<file path="src/rtl/aligner_lock_fsm_if.sv">
// Gearbox-side bus of the block aligner: buffer word, strobe and restart in;
// aligned block, lock status and statistics out.
interface aligner_lock_fsm_if #(
    parameter int BUF_W   = 194,
    parameter int BLOCK_W = 66,
    parameter int OFF_W   = 7,
    parameter int CNT_W   = 6
);
    logic [BUF_W-1:0]   gbox_buffer_i;
    logic               buffer_dv_i;
    logic               restart_i;
    logic [OFF_W-1:0]   block_offset_o;
    logic               locked_o;
    logic [BLOCK_W-1:0] block_o;
    logic               block_dv_o;
    logic               hdr_err_o;
    logic [CNT_W-1:0]   fail_cnt_o;
    logic [CNT_W-1:0]   loss_cnt_o;

    modport master (
        output gbox_buffer_i, buffer_dv_i, restart_i,
        input  block_offset_o, locked_o, block_o, block_dv_o, hdr_err_o,
               fail_cnt_o, loss_cnt_o
    );

    modport slave (
        input  gbox_buffer_i, buffer_dv_i, restart_i,
        output block_offset_o, locked_o, block_o, block_dv_o, hdr_err_o,
               fail_cnt_o, loss_cnt_o
    );
endinterface

</file>
<file path="src/rtl/aligner_lock_fsm.sv">
// Sync-header block aligner: rotating search for a 01/10 header, LOCK_CNT-block
// confirmation, then windowed error hysteresis while emitting aligned blocks.
module aligner_lock_fsm #(
    parameter int BLOCK_W    = 66,
    parameter int SEARCH_W   = 128,
    parameter int BUF_W      = 194,
    parameter int LOCK_CNT   = 32,
    parameter int WINDOW     = 64,
    parameter int UNLOCK_ERR = 16,
    parameter int CNT_W      = 6
) (
    input logic               clk_i,
    input logic               rst_i,
    aligner_lock_fsm_if.slave bus
);
    localparam int OFF_W  = $clog2(SEARCH_W);
    localparam int GOOD_W = $clog2(LOCK_CNT + 1);
    localparam int WIN_W  = $clog2(WINDOW + 1);
    localparam int BAD_W  = $clog2(UNLOCK_ERR + 1);
    localparam logic [OFF_W-1:0] OFF_LAST = OFF_W'(SEARCH_W - 1);
    localparam logic [OFF_W:0]   SW_EXT   = (OFF_W + 1)'(SEARCH_W);

    typedef enum logic [1:0] {HUNT, CHECK, LOCKED} state_t;

    state_t             state;
    logic [OFF_W-1:0]   offset;
    logic [GOOD_W-1:0]  good_cnt;
    logic [WIN_W-1:0]   win_cnt;
    logic [BAD_W-1:0]   bad_cnt;
    logic               locked;
    logic [BLOCK_W-1:0] block_q;
    logic               block_dv;
    logic               hdr_err;
    logic [CNT_W-1:0]   fail_cnt;
    logic [CNT_W-1:0]   loss_cnt;

    logic [SEARCH_W-1:0]   cand_ok;
    logic [SEARCH_W-1:0]   cand_rot;
    logic [2*SEARCH_W-1:0] cand_dbl;
    logic                  hit_found;
    logic [OFF_W-1:0]      hit_rel;
    logic [OFF_W:0]        hit_sum;
    logic [OFF_W:0]        hit_wrap;
    logic [OFF_W-1:0]      hit_off;
    logic [OFF_W-1:0]      off_inc;
    logic                  hdr_ok;
    logic [GOOD_W-1:0]     good_nxt;
    logic [WIN_W-1:0]      win_nxt;
    logic [BAD_W-1:0]      bad_nxt;

    always_comb begin
        cand_ok = '0;
        for (int k = 0; k < SEARCH_W; k++)
            cand_ok[k] = bus.gbox_buffer_i[k+1] ^ bus.gbox_buffer_i[k];
    end

    // Rotate so the current offset sits at bit 0; the lowest set bit is then the
    // first valid candidate in wrap-around search order.
    assign cand_dbl = {cand_ok, cand_ok} >> offset;
    assign cand_rot = cand_dbl[SEARCH_W-1:0];

    always_comb begin
        hit_found = 1'b0;
        hit_rel   = '0;
        for (int i = SEARCH_W - 1; i >= 0; i--) begin
            if (cand_rot[i]) begin
                hit_found = 1'b1;
                hit_rel   = OFF_W'(i);
            end
        end
    end

    assign hit_sum  = {1'b0, offset} + {1'b0, hit_rel};
    assign hit_wrap = hit_sum - SW_EXT;
    assign hit_off  = (hit_sum >= SW_EXT) ? hit_wrap[OFF_W-1:0] : hit_sum[OFF_W-1:0];
    assign off_inc  = (offset == OFF_LAST) ? '0 : offset + 1'b1;
    assign hdr_ok   = cand_ok[offset];
    assign good_nxt = good_cnt + 1'b1;
    assign win_nxt  = win_cnt + 1'b1;
    assign bad_nxt  = bad_cnt + BAD_W'(!hdr_ok);

    always_ff @(posedge clk_i) begin
        if (rst_i) begin
            state    <= HUNT;
            offset   <= '0;
            good_cnt <= '0;
            win_cnt  <= '0;
            bad_cnt  <= '0;
            locked   <= 1'b0;
            block_q  <= '0;
            block_dv <= 1'b0;
            hdr_err  <= 1'b0;
            fail_cnt <= '0;
            loss_cnt <= '0;
        end else begin
            block_dv <= 1'b0;
            hdr_err  <= 1'b0;
            if (bus.restart_i) begin
                state    <= HUNT;
                offset   <= off_inc;
                good_cnt <= '0;
                win_cnt  <= '0;
                bad_cnt  <= '0;
                locked   <= 1'b0;
            end else if (bus.buffer_dv_i) begin
                if (state == LOCKED) begin
                    block_dv <= 1'b1;
                    block_q  <= bus.gbox_buffer_i[offset +: BLOCK_W];
                    hdr_err  <= !hdr_ok;
                end
                case (state)
                    HUNT: begin
                        if (hit_found) begin
                            offset   <= hit_off;
                            good_cnt <= GOOD_W'(1);
                            state    <= CHECK;
                        end
                    end
                    CHECK: begin
                        if (hdr_ok) begin
                            good_cnt <= good_nxt;
                            if (good_nxt == GOOD_W'(LOCK_CNT)) begin
                                state   <= LOCKED;
                                locked  <= 1'b1;
                                win_cnt <= '0;
                                bad_cnt <= '0;
                            end
                        end else begin
                            offset   <= off_inc;
                            good_cnt <= '0;
                            state    <= HUNT;
                            if (fail_cnt != '1) fail_cnt <= fail_cnt + 1'b1;
                        end
                    end
                    LOCKED: begin
                        // Unlock takes precedence over the end-of-window clear.
                        if (bad_nxt == BAD_W'(UNLOCK_ERR)) begin
                            state    <= HUNT;
                            offset   <= off_inc;
                            locked   <= 1'b0;
                            good_cnt <= '0;
                            win_cnt  <= '0;
                            bad_cnt  <= '0;
                            if (loss_cnt != '1) loss_cnt <= loss_cnt + 1'b1;
                        end else if (win_nxt == WIN_W'(WINDOW)) begin
                            win_cnt <= '0;
                            bad_cnt <= '0;
                        end else begin
                            win_cnt <= win_nxt;
                            bad_cnt <= bad_nxt;
                        end
                    end
                    default: state <= HUNT;
                endcase
            end
        end
    end

    assign bus.block_offset_o = offset;
    assign bus.locked_o       = locked;
    assign bus.block_o        = block_q;
    assign bus.block_dv_o     = block_dv;
    assign bus.hdr_err_o      = hdr_err;
    assign bus.fail_cnt_o     = fail_cnt;
    assign bus.loss_cnt_o     = loss_cnt;
endmodule

</file>
<file path="src/flat_wrapper.sv">
// flat-port wrapper written by rule: the top's interface ports become plain ports
module aligner_lock_fsm_flat 
#(
    parameter int BLOCK_W    = 66,
    parameter int SEARCH_W   = 128,
    parameter int BUF_W      = 194,
    parameter int LOCK_CNT   = 32,
    parameter int WINDOW     = 64,
    parameter int UNLOCK_ERR = 16,
    parameter int CNT_W      = 6
)
  (clk_i, rst_i, bus_gbox_buffer_i, bus_buffer_dv_i, bus_restart_i, bus_block_offset_o, bus_locked_o, bus_block_o, bus_block_dv_o, bus_hdr_err_o, bus_fail_cnt_o, bus_loss_cnt_o);
  aligner_lock_fsm_if #(.BUF_W(BUF_W), .BLOCK_W(BLOCK_W), .OFF_W(7), .CNT_W(CNT_W)) bus_i ();
  input logic clk_i;
  input logic rst_i;
  input wire logic [$bits(bus_i.gbox_buffer_i)-1:0] bus_gbox_buffer_i;
  input wire logic [$bits(bus_i.buffer_dv_i)-1:0] bus_buffer_dv_i;
  input wire logic [$bits(bus_i.restart_i)-1:0] bus_restart_i;
  output wire logic [$bits(bus_i.block_offset_o)-1:0] bus_block_offset_o;
  output wire logic [$bits(bus_i.locked_o)-1:0] bus_locked_o;
  output wire logic [$bits(bus_i.block_o)-1:0] bus_block_o;
  output wire logic [$bits(bus_i.block_dv_o)-1:0] bus_block_dv_o;
  output wire logic [$bits(bus_i.hdr_err_o)-1:0] bus_hdr_err_o;
  output wire logic [$bits(bus_i.fail_cnt_o)-1:0] bus_fail_cnt_o;
  output wire logic [$bits(bus_i.loss_cnt_o)-1:0] bus_loss_cnt_o;
  assign bus_i.gbox_buffer_i = bus_gbox_buffer_i;
  assign bus_i.buffer_dv_i = bus_buffer_dv_i;
  assign bus_i.restart_i = bus_restart_i;
  assign bus_block_offset_o = bus_i.block_offset_o;
  assign bus_locked_o = bus_i.locked_o;
  assign bus_block_o = bus_i.block_o;
  assign bus_block_dv_o = bus_i.block_dv_o;
  assign bus_hdr_err_o = bus_i.hdr_err_o;
  assign bus_fail_cnt_o = bus_i.fail_cnt_o;
  assign bus_loss_cnt_o = bus_i.loss_cnt_o;
  aligner_lock_fsm #(.BLOCK_W(BLOCK_W), .SEARCH_W(SEARCH_W), .BUF_W(BUF_W), .LOCK_CNT(LOCK_CNT), .WINDOW(WINDOW), .UNLOCK_ERR(UNLOCK_ERR), .CNT_W(CNT_W)) u_core (.clk_i(clk_i), .rst_i(rst_i), .bus(bus_i));
endmodule
</file>
<file path="config.mk">
export PLATFORM = sky130hd
export DESIGN_NAME = aligner_lock_fsm_flat
export DESIGN_NICKNAME = d
export VERILOG_FILES = /design/src/rtl/aligner_lock_fsm_if.sv /design/src/rtl/aligner_lock_fsm.sv /design/src/flat_wrapper.sv
export SDC_FILE = /design/constraint.sdc
export NUM_CORES = 2
export LEC_CHECK = 0
export BUFFER_PORTS_ARGS = -buffer_cell sky130_fd_sc_hd__buf_2
export CELL_PAD_IN_SITES_DETAIL_PLACEMENT = 0
export CELL_PAD_IN_SITES_GLOBAL_PLACEMENT = 1
export CORE_MARGIN = 2
export CORE_UTILIZATION = 30
export DETAILED_ROUTE_END_ITERATION = 10
export PLACE_DENSITY_LB_ADDON = 0.1
export SETUP_SLACK_MARGIN = 0.15
export SLEW_MARGIN = 0
export SYNTH_ARGS = -nofsm -noshare
export SYNTH_HDL_FRONTEND = slang
export SYNTH_SLANG_ARGS = --single-unit
export TNS_END_PERCENT = 5
</file>
<file path="constraint.sdc">
create_clock -name clk_i -period 8.8 [get_ports clk_i]
set_input_delay 0.44 -clock clk_i [delete_from_list [all_inputs] [get_ports clk_i]]
set_output_delay 0.44 -clock clk_i [all_outputs]
set_load 0.05 [all_outputs]
</file>
==> results.sh <==
export IMPL_ir_drop_mv=0.129
export IMPL_timing_final_crit_share_pct=91.3
export IMPL_dpl_instance_area_sq_mm=0.0449
export IMPL_start_kind="register"
export IMPL_yosysWarnings=0
export IMPL_max_cap_violations=0
export IMPL_synth_most_common_cell="nor2_1"
export IMPL_hold_class="in2reg"
export IMPL_die_h_um=374
export IMPL_netlist_area_sq_mm=0.0412
export IMPL_cts_tree="built"
export IMPL_start_util_pct=30.3
export IMPL_setup_violations=0
export IMPL_cts_setup_buffers=0
export IMPL_synth_top_area_share_pct=15.6
export IMPL_clk_pin_slew_worst_paths_ns=0.09
export IMPL_crit_fanout=34
export IMPL_setup_ws_ns=0.767
export IMPL_ys_types=101
export IMPL_clock_skew_ns=0.0177
export IMPL_final_nets=5811
export IMPL_drt_initial_drc_count=6070
export IMPL_cts_resized=0
export IMPL_synthArstFlopShare_pct=0
export IMPL_synth_enable_flop_cells=0
export IMPL_final_area_sq_mm=0.0452
export IMPL_cp_end_kind="register"
export IMPL_drc=0
export IMPL_synth_fp_nets=5836
export IMPL_crit_required_ns=9.07
export IMPL_fp_dieW_um=374
export IMPL_dieArea_sq_mm=0.140
export IMPL_place_congestion=1.08
export IMPL_routed_wl_mm=271
export IMPL_arrival_ns=8.31
export IMPL_row_count=135
export IMPL_clock_root_buffer="clkbuf_16"
export IMPL_crit_type="reg2reg"
export IMPL_vias_per_cell=6.45
export IMPL_power_density_mw_per_mm2=243
export IMPL_hold_ws_ns=0.385
export IMPL_grt_overflow=0
export IMPL_final_antenna_net_count=0
export IMPL_port_buffer_count=284
export IMPL_rsz0062_at_grt="false"
export IMPL_cts_path_max_buffers=2
export IMPL_relSlewSlack_pct=9.25
export IMPL_drive_above_1_share_pct=20.9
export IMPL_synth_top_cells_by_count="725 x nor2_1, 673 x nand2_1, 643 x mux2i_1, 420 x clkbuf_1, 241 x mux4_2"
export IMPL_syn_inst=5621
export IMPL_dp_slack_ns=0.947
export IMPL_status="completed"
export IMPL_slew_viol_final=0
export IMPL_wire_per_inst_um=36.6
export IMPL_numClockSinks=108
export IMPL_setup_tns_ns=0
export IMPL_worst_slew_pin_slew_ns=1.36
export IMPL_cts_hold_buffers=0
export IMPL_synthFlopType="dfxtp_1"
export IMPL_avgSynthCellArea_sq_um=7.32
export IMPL_grt_max_degree=178
export IMPL_max_freq_mhz=124
export IMPL_grt_pass1_vias=43300
export IMPL_synth_top_cell_by_area="mux2i_1"
export IMPL_dp_final_hpwl_mm=220
export IMPL_antenna_found_initial=37
export IMPL_io_pins=286
export IMPL_synth_area_top_cells="mux2i_1 16%, mux4_2 13%, nor2_1 6.6%, nand2_1 6.1%, dfxtp_1 5.3%"
export IMPL_period_minus_slack_ns=8.03
export IMPL_coreArea_sq_mm=0.136
export IMPL_p_leak_nw=17.6
export IMPL_cts_buffers=9
export IMPL_vias=47700
export IMPL_hold_viol_final=0
export IMPL_insertion_delay_ns=0.38
export IMPL_h_tree_depth=3
export IMPL_firstDrtPassIters=8
export IMPL_synth_seq_area_share_pct=5.25
export IMPL_grtUsageTotal_pct=37.0
export IMPL_ys_ff_latch=108
export IMPL_area_growth_pct=9.88
export IMPL_final_cells=7392
export IMPL_placed_cells=7365
export IMPL_grt_first_pass_wirelength_mm=367
[metrics by stage]
step	total power, W	util [%]
finish	0.0110	33.3
CTS	0.0106	33.3
global placement	0.0101	33.0
global route	0.0113	33.3
floorplan	0.00608	-
detailed placement	0.0102	33.0
[logic make-up after synthesis]
family,count (synthesis),share of synthesized area (%)
muxes,1047,33.6
xor gates and xnor gates,182,3.87
AOI/OAI and AO/OA,1157,19.9
and+or+nand+nor,2453,30.3
adders and majority gates,17,0.535
DFF,108,5.25
buffers and inverters,657,6.55
[critical path: stages (launching register included)]
cell	delay, ns
dfxtp_4	0.79
buf_12	0.34
buf_4	0.19
mux2i_1	0.48
xor2_1	0.36
o2111ai_1	0.41
nor2_1	0.08
a221oi_1	1.05
mux2i_1	0.40
mux2i_1	0.29
o21ai_0	0.14
a2111oi_0	0.42
buf_4	0.19
nand4_1	0.14
a221o_1	0.29
a21oi_1	0.13
a21oi_1	0.13
ha_1	0.24
fa_1	0.42
a21o_1	0.17
a21oi_1	0.22
o21bai_1	0.09
a21oi_1	0.16
or3_1	0.12
nand3_1	0.07
a21oi_1	0.19
mux2_1	0.33
[registers in the layout, summed over array words and instances, names as in the netlist, 2 cells and up]
name and cells:
u_core.bad_cnt 5, u_core.win_cnt 7, u_core.state 2, u_core.bus.block_offset_o 7
u_core.good_cnt 6, u_core.bus.loss_cnt_o 6, u_core.bus.block_o 66, u_core.bus.fail_cnt_o 6
[layout make-up]
type                       count  area, sq um
antenna                       10         25.0
tap                         1781         2230
sequential                   108         2190
fill                       15000        90600
multi-input combinational   4856        36400
clock inverter                 7         96.3
timing repair buffer         598         3950
inverter                      23          115
clock buffer                   9          225
[cell usage in the layout, fill, tap and decap left out, drive strengths merged, types with 22 or more instances in the layout]
cell and count:
nor2 725, a31oi 70, xor2 96, dfxtp 108
or3b 72, a2111oi 39, a21oi 163, mux2 127
a22oi 25, or3 23, nand2 673, or2 27
inv 24, o211ai 51, and2 31, nor4 28
nand4 24, mux2i 679, o2111ai 41, nand3b 179
nand2b 47, mux4 241, a211oi 130, o21ai 239
nor2b 67, nor3 137, and3b 61, nor3b 144
nor4b 22, o22ai 60, buf 597, a22o 25
nand3 120, xnor2 86
[final timing paths]
kind / startpoint / to / slack (ns) / depth (start not counted)
max: u_core.bus.block_offset_o[0] / u_core.bus.block_offset_o[6] / 0.77 / 26
min reg2reg: u_core.good_cnt[1] / u_core.good_cnt[1] / 0.49 / 2
min: rst_i / u_core.bus.fail_cnt_o[4] / 0.39 / 2
max reg2reg: u_core.bus.block_offset_o[0] / u_core.bus.block_offset_o[6] / 0.77 / 26
[metal layers]
metal	track usage, %	up-vias	wire length (um)
li1	-	21000	-
met1	49.2	23700	113000
met2	55.2	2477	114000
met3	6.91	423	23500
met4	22.5	18	19700
met5	0	-	127
[power breakdown]
group | internal (W) | switching [W] | leakage (nW)
sequential | 0.000499 | 0.0000843 | 0.877
combinational | 0.00326 | 0.00670 | 16.6
clock | 0.000229 | 0.000218 | 0.154
Power figures use the tool's default switching activity.
